File: config.mk
export PLATFORM = sky130hd
export DESIGN_NAME = reaction_timer
export DESIGN_NICKNAME = d
export VERILOG_FILES = /design/src/rtl/reaction_timer.sv
export SDC_FILE = /design/constraint.sdc
export NUM_CORES = 1
export LEC_CHECK = 0
export CAP_MARGIN = 20
export CORE_ASPECT_RATIO = 0.7
export CORE_MARGIN = 5
export CORE_UTILIZATION = 55
export CTS_CLUSTER_DIAMETER = 150
export DETAILED_ROUTE_END_ITERATION = 16
export PLACE_DENSITY_LB_ADDON = 0.05
export SLEW_MARGIN = 15
export SYNTH_ARGS = -nofsm -noshare
export SYNTH_HDL_FRONTEND = slang
export SYNTH_SLANG_ARGS = --single-unit
File: constraint.sdc
create_clock -name clk -period 3.1 [get_ports clk]
set_input_delay 0.31 -clock clk [delete_from_list [all_inputs] [get_ports clk]]
set_output_delay 0.31 -clock clk [all_outputs]
set_load 0.01 [all_outputs]
File: src/rtl/reaction_timer.sv
// Reaction-time stopwatch: waits a programmable delay, lights the stimulus LED,
// then counts whole milliseconds until the player's button pulse.
// Reports the latched reaction time, a timeout at MAX_MS, or a false start.
//
// state       | meaning
// ------------+-------------------------------------------------------------
// ST_IDLE     | no round in progress, all outputs low
// ST_WAIT     | pre-stimulus delay running, LED off, button = false start
// ST_ARMED    | LED on, counting ms until button or timeout
// ST_DONE     | result latched (reaction_ms / timeout), held until start
// ST_FALSE    | button came before the LED, held until start
module reaction_timer #(
    parameter int MAX_MS       = 2047,
    parameter int CLKS_PER_MS  = 50000,
    parameter int MAX_DELAY_MS = 4095,
    localparam int DW          = $clog2(MAX_DELAY_MS + 1),
    localparam int RW          = $clog2(MAX_MS + 1)
) (
    input  logic          clk,
    input  logic          reset,
    input  logic          start,
    input  logic          button,
    input  logic [DW-1:0] delay_ms,
    output logic          led_on,
    output logic          busy,
    output logic          result_valid,
    output logic          timeout,
    output logic          false_start,
    output logic [RW-1:0] reaction_ms
);

    localparam int CW = (CLKS_PER_MS > 1) ? $clog2(CLKS_PER_MS) : 1;
    localparam logic [CW-1:0] CYC_LAST = CW'(CLKS_PER_MS - 1);
    localparam logic [RW-1:0] MS_LAST  = RW'(MAX_MS - 1);
    localparam logic [RW-1:0] MS_MAX   = RW'(MAX_MS);

    typedef enum logic [2:0] {
        ST_IDLE  = 3'd0,
        ST_WAIT  = 3'd1,
        ST_ARMED = 3'd2,
        ST_DONE  = 3'd3,
        ST_FALSE = 3'd4
    } state_t;

    state_t        state, state_n;
    logic [CW-1:0] cyc_cnt, cyc_cnt_n;
    logic [DW-1:0] delay_cnt, delay_cnt_n;
    logic [RW-1:0] ms_cnt, ms_cnt_n;
    logic [RW-1:0] react_q, react_n;
    logic          tmo_q, tmo_n;
    logic          tick;
    logic          counting;

    // State and counter registers; reset returns to IDLE with every counter cleared.
    always_ff @(posedge clk) begin
        if (reset) begin
            state     <= ST_IDLE;
            cyc_cnt   <= '0;
            delay_cnt <= '0;
            ms_cnt    <= '0;
            react_q   <= '0;
            tmo_q     <= 1'b0;
        end else begin
            state     <= state_n;
            cyc_cnt   <= cyc_cnt_n;
            delay_cnt <= delay_cnt_n;
            ms_cnt    <= ms_cnt_n;
            react_q   <= react_n;
            tmo_q     <= tmo_n;
        end
    end

    // Next-state, counter and result-latch logic.
    always_comb begin
        state_n     = state;
        delay_cnt_n = delay_cnt;
        ms_cnt_n    = ms_cnt;
        react_n     = react_q;
        tmo_n       = tmo_q;
        counting    = (state == ST_WAIT) || (state == ST_ARMED);
        tick        = counting && (cyc_cnt == CYC_LAST);

        case (state)
            ST_IDLE, ST_DONE, ST_FALSE: begin
                if (start) begin
                    state_n     = ST_WAIT;
                    delay_cnt_n = delay_ms;
                    react_n     = '0;
                    tmo_n       = 1'b0;
                end
            end
            ST_WAIT: begin
                // A press here always wins, even on the cycle the delay expires.
                if (button) begin
                    state_n = ST_FALSE;
                end else if (delay_cnt == '0) begin
                    state_n  = ST_ARMED;
                    ms_cnt_n = '0;
                end else if (tick) begin
                    delay_cnt_n = delay_cnt - DW'(1);
                end
            end
            ST_ARMED: begin
                // A press on a tick cycle latches the count before that tick lands.
                if (button) begin
                    state_n = ST_DONE;
                    react_n = ms_cnt;
                    tmo_n   = 1'b0;
                end else if (tick && (ms_cnt == MS_LAST)) begin
                    state_n = ST_DONE;
                    react_n = MS_MAX;
                    tmo_n   = 1'b1;
                end else if (tick) begin
                    ms_cnt_n = ms_cnt + RW'(1);
                end
            end
            default: begin
                state_n = ST_IDLE;
            end
        endcase

        // Cycle counter restarts on every state entry and on each ms tick.
        if (!counting || tick || (state_n != state)) begin
            cyc_cnt_n = '0;
        end else begin
            cyc_cnt_n = cyc_cnt + CW'(1);
        end
    end

    // Outputs decode straight from registered state and latches.
    assign led_on       = (state == ST_ARMED);
    assign busy         = (state == ST_WAIT) || (state == ST_ARMED);
    assign result_valid = (state == ST_DONE);
    assign false_start  = (state == ST_FALSE);
    assign timeout      = tmo_q;
    assign reaction_ms  = react_q;

endmodule

==> Flow_metrics.wiki, run 1 <==
{| class="wikitable"
! Metric !! Value
|-
| LEAKAGE || 1.122 nW
|-
| Fraction of layout instances using a drive strength above 1 || 0.07979
|-
| Clock tree from TritonCTS || done
|-
| Relative slew slack || 0.4417
|-
| Actual slew at the worst max-slew pin || 835.7 ps
|-
| Wire length of the first global-routing pass || 11430 µm
|-
| Post-synthesis register bit count || 54
|-
| Synth Flop Type || dfxtp_1
|-
| Floorplan Core Area || 5175 µm²
|-
| Total setup buffers inserted after CTS || 0
|-
| DRC Markers || 0
|-
| Proportion of synthesized chip area in sequential cells || 0.3723
|-
| Clock Path Buffers || 2
|-
| Antenna fix cells || 0
|-
| Post-synth top area cell || dfxtp_1
|-
| CP required || 2790 ps
|-
| Areal power density over the cells || 535.3 nW/µm²
|-
| Cells taking the most area after synthesis || dfxtp_1 37%, nor2_1 5.3%, a21oi_1 4.7%
|-
| Fraction of synthesis flops using an asynchronous set or reset pin || 0
|-
| Number of clock buffers inserted by TritonCTS || 5
|-
| Maximum number of pins on one net before global-route repair || 33
|-
| Worst Hold Slack || 468.6 ps
|-
| Part of the cycle the worst path needs || 0.8673
|-
| Final Power || 1.789 mW
|-
| Shortest period the worst path allows || 2689 ps
|-
| Die H || 70.80 µm
|-
| Most frequent cells after synthesis || 54 x dfxtp_1, 41 x nor2_1, 27 x a21oi_1, 27 x nand2_1, 20 x nor3_1
|-
| Number of cells in the design after placement || 440
|-
| Area share of the largest cell type after synthesis || 0.3723
|-
| First element of the critical path || state[1]$_SDFF_PP0_
|-
| Final number of setup-violating endpoints || 0
|-
| Final HPWL from detailed placement || 4753 µm
|-
| Library cell with the highest instance count after synthesis || dfxtp_1
|-
| Clock latency on the worst-skew pair || 310 ps
|-
| Status || completed
|-
| Area growth from synthesis to final layout || 15.12%
|-
| Detailed-router iteration count before antenna repair || 4
|-
| Vias per Instance || 5.759
|-
| Detailed-route wire length per cell || 15.08 µm
|-
| Top cell family by delay on the critical path || simple AND/OR/NAND/NOR gates
|-
| Dpl cell area || 3201 µm²
|-
| Clock tree sinks || 54
|-
| Root buffer cell || clkbuf_8
|-
| Net total in the final layout || 396
|-
| Standard-cell rows || 22
|-
| Worst VDD drop || 0.0002387 V
|-
| Number of slew-limit violations in the final report || 0
|-
| Resized Gates After CTS || 0
|-
| Clock-pin slew on the worst setup and hold paths || 100 ps
|-
| Number of I/O pins || 32
|-
| Count of endpoints failing hold in the final timing report || 0
|-
| Crit-path cells || or3b_2 -> nand2_1 -> clkdlybuf4s50_1
|-
| Global placement routability congestion || 0.8570
|-
| Number of flops mapped to enable cells by yosys || 0
|-
| Launch point of the worst hold path || cyc_cnt[0]$_SDFF_PP0_
|-
| Number of antenna-violating nets in the routed design || 0
|-
| Final std cell area, no fill || 3343 µm²
|-
| Wire length reported by the detailed router || 6755 µm
|-
| Largest driver fanout on the critical path || 15
|-
| Mean cell area of the mapped netlist || 8.135 µm²
|-
| Launching element type of the critical path || flip-flop
|-
| Die W || 96.85 µm
|-
| Final setup skew || 6.016 ps
|-
| Critical Path Slowest Stage Cell || or3b_2
|-
| Number of antenna violations at the first check in global routing || 0
|-
| Critical path class || reg -> out
|-
| Drt first-iter violations || 185
|-
| Worst path bufs/invs || 1
|-
| Count of warnings emitted by yosys || 0
|-
| Maximum clock rate || 0.3719 GHz
|-
| Leftover overflow at the end of global routing || 0
|-
| GRT Overall Usage || 0.2000
|-
| Data arrival time of the worst path || 2380 ps
|-
| Worst min-delay path class || reg -> reg
|-
| Post-CTS Hold Buffers || 0
|-
| Initial core utilization || 0.5612
|-
| Overall via count from detail_route || 2580
|-
| Number of global-route vias before repair || 2296
|-
| H-tree depth || 2
|-
| Unrepaired setup endpoints after global routing || no
|-
| Number of distinct standard cells referenced by the synthesized netlist || 57
|-
| Net count after synthesis || 378
|-
| Number of buffers inserted by port buffering || 31
|-
| Max-Cap Viols || 0
|-
| Reg-to-Reg Start || delay_cnt[4]$_SDFFE_PP0P_
|-
| Setup tns final || 0 ps
|-
| CP peak stage delay || 660 ps
|-
| Count of placed standard cells in the final layout, fillers left out || 448
|-
| Synthesized instance count || 357
|-
| Area of the die || 6857 µm²
|-
| Synthesized area || 2904 µm²
|-
| Worst Setup End Kind || primary output
|}
-- logic make-up (layout without fill, tap and decap cells) --
family	Yosys count	in the layout	synth area share
multiplexers	2	2	0.006894
XOR/XNOR	14	14	0.04222
adder cells (fa/ha/maj)	5	5	0.02154
AND/OR/NAND/NOR	162	162	0.3076
buffers and inverters	34	53	0.06031
AO/OA/AOI/OAI	86	86	0.1891
flip-flops	54	54	0.3723
-- layout make-up --
class / count / area (µm²)
Timing Repair Buffer: 36 / 347.8
Clock inverter: 2 / 60.06
Tap cell: 72 / 90.09
Clock buffer: 6 / 82.58
Fill cell: 476 / 1832
Sequential cell: 54 / 1081
Inverter: 9 / 33.78
Multi-Input combinational cell: 269 / 1648
-- state kept, by name, indices dropped and copies added, names as in the netlist --
register / cells
reaction_ms: 11
timeout: 1
state: 3
cyc_cnt: 16
ms_cnt: 11
delay_cnt: 12
-- through the flow --
stage | setup slack, ps | utilization
after floorplan | 717.2 | -
after global placement | 643.2 | 0.6185
after detailed placement | 548.1 | 0.6185
after CTS | 411.6 | 0.6460
after global routing | 301.2 | 0.6460
final | 411.3 | 0.6460
-- power by group --
group,switching [mW],internal (mW)
logic,0.256,0.173
clock network,0.241,0.345
registers,0.0447,0.730
-- path summary, 6_finish.rpt --
path,end,slack (ps),depth (start not counted)
setup / recovery,busy,410,3
hold / removal,cyc_cnt[0]$_SDFF_PP0_,470,1
setup reg to reg,ms_cnt[3]$_SDFFE_PP0P_,490,5
hold reg to reg,cyc_cnt[0]$_SDFF_PP0_,470,1
-- metal layers --
metal | wire (µm) | track usage
met1 | 3507 | 0.3098
met3 | 425 | 0.04631
met2 | 2799 | 0.2821
met5 | 0 | 0
met4 | 22 | 0.03738
-- placed cells by master (no fill, tap or decap), types with 6 or more instances in the layout --
| master | count |
|---|---|
| o31ai_1 | 8 |
| or4_1 | 9 |
| nor2_1 | 41 |
| clkbuf_8 | 6 |
| a211oi_1 | 11 |
| xnor2_1 | 8 |
| clkdlybuf4s50_1 | 31 |
| nor3_1 | 20 |
| a21oi_1 | 27 |
| nand3_1 | 12 |
| nand2_1 | 27 |
| o21ai_0 | 10 |
| inv_1 | 9 |
| and3_1 | 6 |
| nand4_1 | 6 |
| xor2_1 | 6 |
| dfxtp_1 | 54 |
-- worst register-to-register path, stage by stage (launching register included) --
cell and delay, ps:
dfxtp_1 390, or4_1 690, nor4_4 560, o21ai_2 240, or4_1 520, a21oi_1 160
Power figures use the tool's default switching activity.
==> run 2: changes to the inputs <==
Settings changed: SETUP_SLACK_MARGIN set to 0.3.
==> results of run 2 <==
No change in the layout: final DEF, timing and power equal those of run 1.
==> run 3: changes to the inputs <==
Settings changed: CTS_CLUSTER_DIAMETER 150 to not set.
==> results of run 3 <==
No change in the layout: final DEF, timing and power equal those of run 1.
